===== config.mk =====
export PLATFORM = sky130hd
export DESIGN_NAME = riscv_branch_predictor
export DESIGN_NICKNAME = d
export VERILOG_FILES = /design/src/rtl/riscv_branch_predictor.sv
export SDC_FILE = /design/constraint.sdc
export NUM_CORES = 2
export LEC_CHECK = 0
export BUFFER_PORTS_ARGS = -buffer_cell sky130_fd_sc_hd__buf_2
export CAP_MARGIN = 30
export CORE_MARGIN = 1.5
export CORE_UTILIZATION = 55
export CTS_BUF_LIST = sky130_fd_sc_hd__clkbuf_4 sky130_fd_sc_hd__clkbuf_8 sky130_fd_sc_hd__clkbuf_16
export DETAILED_ROUTE_END_ITERATION = 6
export PLACE_DENSITY_LB_ADDON = 0.08
export SLEW_MARGIN = 25
export SYNTH_ARGS = -nofsm -noshare
export SYNTH_HDL_FRONTEND = slang
export SYNTH_SLANG_ARGS = --single-unit

===== constraint.sdc =====
create_clock -name clk_i -period 13.2 [get_ports clk_i]
set_input_delay 3.3 -clock clk_i [delete_from_list [all_inputs] [get_ports clk_i]]
set_output_delay 3.3 -clock clk_i [all_outputs]
set_load 0.05 [all_outputs]

===== src/rtl/riscv_branch_predictor.sv =====
// -----------------------------------------------------------------------------
// riscv_branch_predictor
//
// Fetch-side branch predictor. Resolved branch records from execute train a
// direct-mapped BTB, a table of 2-bit saturating direction counters (BHT) and
// a return address stack (RAS). Every cycle the current fetch PC is looked up
// combinationally against the registered state to produce a taken/target
// prediction for next-PC selection.
//
// Ports:
//   clk_i, rst_i          clock; synchronous active-high reset
//   fetch_valid_i         fetch_pc_i is valid this cycle
//   fetch_pc_i[31:0]      PC being fetched (word aligned)
//   predict_taken_o       predicted redirect
//   predict_target_o      predicted next PC (fetch_pc_i+4 when not taken)
//   branch_request_i      execute resolved a branch/jump this cycle
//   branch_is_taken_i     resolved direction
//   branch_is_call_i      resolved instruction is a call
//   branch_is_ret_i       resolved instruction is a return
//   branch_is_jmp_i       unconditional jump (JAL/JALR)
//   branch_source_i[31:0] PC of the resolved instruction
//   branch_target_i[31:0] resolved target
//
// Handshake: there is no back-pressure. A training record is consumed on
// every rising edge where branch_request_i=1, and a prediction is presented
// in the same cycle fetch_valid_i=1; neither side can stall the other.
// -----------------------------------------------------------------------------
module riscv_branch_predictor #(
  parameter int NUM_BTB_ENTRIES = 32,
  parameter int BTB_IDX_W       = 5,
  parameter int NUM_BHT_ENTRIES = 256,
  parameter int BHT_IDX_W       = 8,
  parameter int NUM_RAS_ENTRIES = 8,
  parameter int RAS_IDX_W       = 3
) (
  input  logic        clk_i,
  input  logic        rst_i,
  input  logic        fetch_valid_i,
  input  logic [31:0] fetch_pc_i,
  output logic        predict_taken_o,
  output logic [31:0] predict_target_o,
  input  logic        branch_request_i,
  input  logic        branch_is_taken_i,
  input  logic        branch_is_call_i,
  input  logic        branch_is_ret_i,
  input  logic        branch_is_jmp_i,
  input  logic [31:0] branch_source_i,
  input  logic [31:0] branch_target_i
);

  localparam int TAG_W = 32 - BTB_IDX_W - 2;
  localparam logic [RAS_IDX_W:0] RAS_FULL = (RAS_IDX_W + 1)'(NUM_RAS_ENTRIES);

  // BTB storage
  logic               r_btb_valid   [NUM_BTB_ENTRIES];
  logic [TAG_W-1:0]   r_btb_tag     [NUM_BTB_ENTRIES];
  logic [31:0]        r_btb_target  [NUM_BTB_ENTRIES];
  logic               r_btb_is_call [NUM_BTB_ENTRIES];
  logic               r_btb_is_ret  [NUM_BTB_ENTRIES];
  logic               r_btb_is_jmp  [NUM_BTB_ENTRIES];

  // BHT storage
  logic [1:0]         r_bht [NUM_BHT_ENTRIES];

  // RAS storage: r_ras_ptr is the next free slot, the top is r_ras_ptr-1.
  logic [31:0]        r_ras [NUM_RAS_ENTRIES];
  logic [RAS_IDX_W-1:0] r_ras_ptr;
  logic [RAS_IDX_W:0]   r_ras_cnt;

  // Lookup side
  logic [BTB_IDX_W-1:0] w_f_btb_idx;
  logic [TAG_W-1:0]     w_f_tag;
  logic [BHT_IDX_W-1:0] w_f_bht_idx;
  logic                 w_f_hit;
  logic [31:0]          w_f_pc_plus4;
  logic [RAS_IDX_W-1:0] w_ras_top_idx;
  logic [31:0]          w_ras_top;

  // Update side
  logic [BTB_IDX_W-1:0] w_u_btb_idx;
  logic [TAG_W-1:0]     w_u_tag;
  logic [BHT_IDX_W-1:0] w_u_bht_idx;
  logic [1:0]           w_u_bht_cur;

  assign w_f_btb_idx   = fetch_pc_i[BTB_IDX_W+1:2];
  assign w_f_tag       = fetch_pc_i[31:BTB_IDX_W+2];
  assign w_f_bht_idx   = fetch_pc_i[BHT_IDX_W+1:2];
  assign w_f_hit       = r_btb_valid[w_f_btb_idx] && (r_btb_tag[w_f_btb_idx] == w_f_tag);
  assign w_f_pc_plus4  = fetch_pc_i + 32'd4;
  assign w_ras_top_idx = r_ras_ptr - {{(RAS_IDX_W-1){1'b0}}, 1'b1};
  assign w_ras_top     = r_ras[w_ras_top_idx];

  assign w_u_btb_idx   = branch_source_i[BTB_IDX_W+1:2];
  assign w_u_tag       = branch_source_i[31:BTB_IDX_W+2];
  assign w_u_bht_idx   = branch_source_i[BHT_IDX_W+1:2];
  assign w_u_bht_cur   = r_bht[w_u_bht_idx];

  // Prediction: returns use the RAS when it holds anything, otherwise fall
  // back to the last target seen in the BTB. Calls/jumps are always taken;
  // conditionals follow the counter MSB.
  always_comb begin
    predict_taken_o  = 1'b0;
    predict_target_o = w_f_pc_plus4;
    if (fetch_valid_i && w_f_hit) begin
      if (r_btb_is_ret[w_f_btb_idx]) begin
        predict_taken_o  = 1'b1;
        predict_target_o = (r_ras_cnt != '0) ? w_ras_top : r_btb_target[w_f_btb_idx];
      end else if (r_btb_is_call[w_f_btb_idx] || r_btb_is_jmp[w_f_btb_idx]) begin
        predict_taken_o  = 1'b1;
        predict_target_o = r_btb_target[w_f_btb_idx];
      end else if (r_bht[w_f_bht_idx][1]) begin
        predict_taken_o  = 1'b1;
        predict_target_o = r_btb_target[w_f_btb_idx];
      end
    end
  end

  // BTB: only taken outcomes allocate; an aliasing entry is simply replaced.
  always_ff @(posedge clk_i) begin
    if (rst_i) begin
      for (int i = 0; i < NUM_BTB_ENTRIES; i++) begin
        r_btb_valid[i] <= 1'b0;
      end
    end else if (branch_request_i && branch_is_taken_i) begin
      r_btb_valid[w_u_btb_idx]   <= 1'b1;
      r_btb_tag[w_u_btb_idx]     <= w_u_tag;
      r_btb_target[w_u_btb_idx]  <= branch_target_i;
      r_btb_is_call[w_u_btb_idx] <= branch_is_call_i;
      r_btb_is_ret[w_u_btb_idx]  <= branch_is_ret_i;
      r_btb_is_jmp[w_u_btb_idx]  <= branch_is_jmp_i;
    end
  end

  // BHT: saturating 2-bit counters, weakly not-taken out of reset.
  always_ff @(posedge clk_i) begin
    if (rst_i) begin
      for (int i = 0; i < NUM_BHT_ENTRIES; i++) begin
        r_bht[i] <= 2'b01;
      end
    end else if (branch_request_i) begin
      if (branch_is_taken_i) begin
        if (w_u_bht_cur != 2'b11) r_bht[w_u_bht_idx] <= w_u_bht_cur + 2'b01;
      end else begin
        if (w_u_bht_cur != 2'b00) r_bht[w_u_bht_idx] <= w_u_bht_cur - 2'b01;
      end
    end
  end

  // RAS pointer/count. A push on a full stack wraps and overwrites the oldest
  // entry while the count saturates. Call wins when call and ret coincide.
  always_ff @(posedge clk_i) begin
    if (rst_i) begin
      r_ras_ptr <= '0;
      r_ras_cnt <= '0;
    end else if (branch_request_i) begin
      if (branch_is_call_i) begin
        r_ras_ptr <= r_ras_ptr + {{(RAS_IDX_W-1){1'b0}}, 1'b1};
        if (r_ras_cnt != RAS_FULL) r_ras_cnt <= r_ras_cnt + {{RAS_IDX_W{1'b0}}, 1'b1};
      end else if (branch_is_ret_i && (r_ras_cnt != '0)) begin
        r_ras_ptr <= w_ras_top_idx;
        r_ras_cnt <= r_ras_cnt - {{RAS_IDX_W{1'b0}}, 1'b1};
      end
    end
  end

  // RAS data needs no reset: a zero count masks stale contents.
  always_ff @(posedge clk_i) begin
    if (!rst_i && branch_request_i && branch_is_call_i) begin
      r_ras[r_ras_ptr] <= branch_source_i + 32'd4;
    end
  end

endmodule


==> metrics <==
status=finished with violations; failing checks=DRC; I/O pins=137; Layout area overhead=12.63%; Total Power Consumption=18.95 mW; delay-heaviest family, CP=simple AND/OR/NAND/NOR gates; RSZ-0062 raised after global routing=false; post-synth cell types=73; largest net degree at the start of global routing=107; Max-Slew Margin vs Limit=0.2342; internal power=14.68 mW; slowest cell delay on critical path=0.92 ns; Max Fanout on Critical Path=65; number of H-tree levels=5; WS Path Type=in -> out; dpl hpwl=195,100 um; Die Width=456.3 um; Core Util, Final=0.6228; Syn Inst Count=6,048; Worst Skew=0.02910 ns; f_max=83.66 MHz; Post-synth EDFFs=2,688; Final Critical Period=11.95 ns; Synth async-reset ratio=0; Final #Nets=6,374; Row Count=166; worst endpoint required time=9.90 ns; Pre-antenna DRT Iters=7; Clock Latency Late Sink=0.95 ns; Setup Fix Bufs, Post-CTS=0; # hold bufs at CTS=0; Final Hold Fails=0; CTS Root Cell=clkbuf_16; TritonCTS clock tree=built; Reg2Reg Setup Slack=7.71 ns; clock buffer depth=4; startpoint types=input port; top_reg_cell synth=edfxtp_1; Detailed Route WL=345,600 um; first-pass GRT wire length=478,800 um; reg2reg start=r_bht[187][0]; ANT nets after route=0; initial antenna violation count=25; filler cell count=14,410; VDD IR max=146.9 uV; WHS Path Cells=1; Seq/Total Area, Yosys=0.7211; period utilisation layout=0.9055; crit-path cells=buf_8 > nand3b_1 > o22ai_1 > a211oi_1 > a221oi_1 > xnor2_1 > nand4b_1 > nor4_1 > and3_1 > nand2b_2 > a221oi_1 > buf_12; net load switching power=4.266 mW; Buf/Inv on CP=2; routed len/inst=37.72 um; Hold Path Origin=r_btb_valid[12]; max-slew violations=0; number of global-route vias before repair=61,830; die height=456.3 um; Final setup viols=0; post-synthesis mux area share=0.1712; Via Count=63,900; full die area=0.2082 mm2; Worst Tran Pin Value=1.149 ns; Flop pwr share=0.507; DRC violation count after routing=5; Core Region=0.2044 mm2; Cell Area, Synth=0.1130 mm2; largest family of logic cells by synthesized area=multiplexers; syn_area_per_cell=18.69 um2; cell mode on critical path=a221oi_1; post-synth top area cell=edfxtp_1; Worst Path Arrival=8.65 ns; Hold Path Sink=r_btb_valid[12]; gpl congestion=0.8674; Crit-path slowest cell=a221oi_1; Synth area leaders=edfxtp_1, mux4_2, mux2i_1, o21ai_0, nand2_1; layout cells sized above 1=0.2665; adder-cell share of the synthesized area=0.001174; CP Capture Type=output port; Clk pwr share=0.417; total of max-cap violations=0; clk slew on worst S/H paths=0.06 ns; Logic pwr share=0.076; Compound-Gate Fraction of Synth Area=0.03403; Sw Ratio=0.2252; power per cell area=148.8 mW/mm2; Ys Warns=0; Synth top area share=0.7142; 1st-iter DRT viols=9,735; list of most frequent post-synthesis cells=edfxtp_1, mux4_2, nand2_1, nor2_1, clkbuf_1; drt via density=6.974; Leakage Power=39.71 nW; setup TNS=0 ns; synthesis-stage register bit count=2,727; syn_nets=6,162; Initial Util=0.5530; Min-Delay Path Class=reg -> reg; total gr overflow=0; Worst R2R End=r_bht[170][1]; CTS Buf Count=297; Total GRT Usage=0.3311; XOR/XNOR Fraction of Synth Area=0.006665; I/O Buffers=136; Register-to-Register Path Depth=11; # clock sinks=2,727; count leader, synth=edfxtp_1; simple-gate share of the synthesized area=0.04783; post-CTS resize count=0
-- cell families after synthesis --
group                      count (synthesis)
DFF                                     2727
and+or+nand+nor                         1168
muxes                                    970
AOI/OAI and AO/OA                        603
buffers and inverters                    484
xor gates and xnor gates                  86
adders and majority gates                 10
-- stage by stage --
stage	area, um2	std cells	worst slack [ns]	hold slack (ns)
finish	127300	9162	1.247	0.4516
CTS	127200	9152	1.403	0.4538
floorplan	113000	6048	1.977	0.4252
global placement	117800	8629	1.399	0.4333
detailed placement	118100	8647	1.408	0.4396
global route	127300	9159	1.189	0.4729
-- cell type report --
| class | count | area, um2 | area share |
|---|---|---|---|
| flip-flops and latches | 2727 | 81500 | 0.6403 |
| multi-input cells | 2837 | 29930 | 0.2352 |
| clock buffers | 386 | 8289 | 0.06512 |
| well taps | 2688 | 3363 | 0.02642 |
| repair buffers | 375 | 3259 | 0.02561 |
| clock inverters | 119 | 822.0 | 0.006458 |
| inverters | 22 | 97.59 | 0.0007667 |
| diodes | 8 | 20.02 | 0.0001573 |
-- power by group through the flow --
stage / clock (mW) / combinational [mW] / sequential (mW)
finish: 7.90 / 1.44 / 9.60
CTS: 7.96 / 1.43 / 9.60
global route: 8.29 / 1.49 / 9.61
floorplan: 0 / 0.827 / 9.77
global placement: 0 / 1.41 / 9.78
detailed placement: 0 / 1.42 / 9.79
-- placed cells by master (no fill, tap or decap), types with 28 or more instances in the layout --
master / netlist / routed
mux2i_1: 166 / 165
buf_4: 7 / 210
nor3_1: 118 / 101
a22oi_1: 47 / 47
and4_1: 37 / 37
mux4_2: 767 / 767
buf_2: 61 / 107
a21o_1: 47 / 47
nand3_1: 177 / 177
clkbuf_16: 0 / 306
clkinv_2: 0 / 42
buf_12: 0 / 45
edfxtp_1: 2688 / 2688
nand2_1: 347 / 343
clkinv_1: 2 / 61
nor2_1: 327 / 293
o22ai_1: 50 / 50
clkbuf_4: 0 / 75
xor2_1: 29 / 28
a21oi_1: 34 / 33
o21ai_0: 262 / 262
a221oi_1: 36 / 36
a211oi_1: 43 / 42
xnor2_1: 57 / 55
nand4_1: 34 / 34
dfxtp_1: 39 / 38
mux2_2: 37 / 36
-- registers in the layout, summed over array words and instances (netlist names) --
| name | cells |
|---|---|
| r_btb_tag | 800 |
| r_btb_target | 1024 |
| r_ras_cnt | 4 |
| r_btb_valid | 32 |
| r_bht | 512 |
| r_btb_is_jmp | 32 |
| r_btb_is_ret | 32 |
| r_btb_is_call | 32 |
| r_ras | 256 |
| r_ras_ptr | 3 |
-- metal layers --
metal	wire length, um	global-route usage
met1	130400	0.4697
met4	14080	0.1240
met2	161800	0.5099
met5	40	0
met3	39280	0.07236
-- worst max path at each step --
stage / startpoint / endpoint / slack (ns) / depth (start not counted)
after floorplan: fetch_pc_i[2] / predict_target_o[23] / 1.98 / 17
after global placement: fetch_pc_i[3] / predict_target_o[16] / 1.40 / 15
after detailed placement: fetch_pc_i[3] / predict_target_o[16] / 1.41 / 15
after CTS: fetch_pc_i[3] / predict_target_o[16] / 1.40 / 15
after global routing: fetch_pc_i[2] / predict_target_o[22] / 1.19 / 13
final: fetch_pc_i[2] / predict_target_o[20] / 1.25 / 12
-- worst register-to-register path, delay by kind of cell (launching register included) --
family | cells | cell delay (ns)
buffers and inverters | 1 | 0.62
flip-flops | 1 | 0.38
multiplexers | 2 | 0.97
AO/OA/AOI/OAI | 3 | 1.25
AND/OR/NAND/NOR | 5 | 1.94
Power figures use the tool's default switching activity.
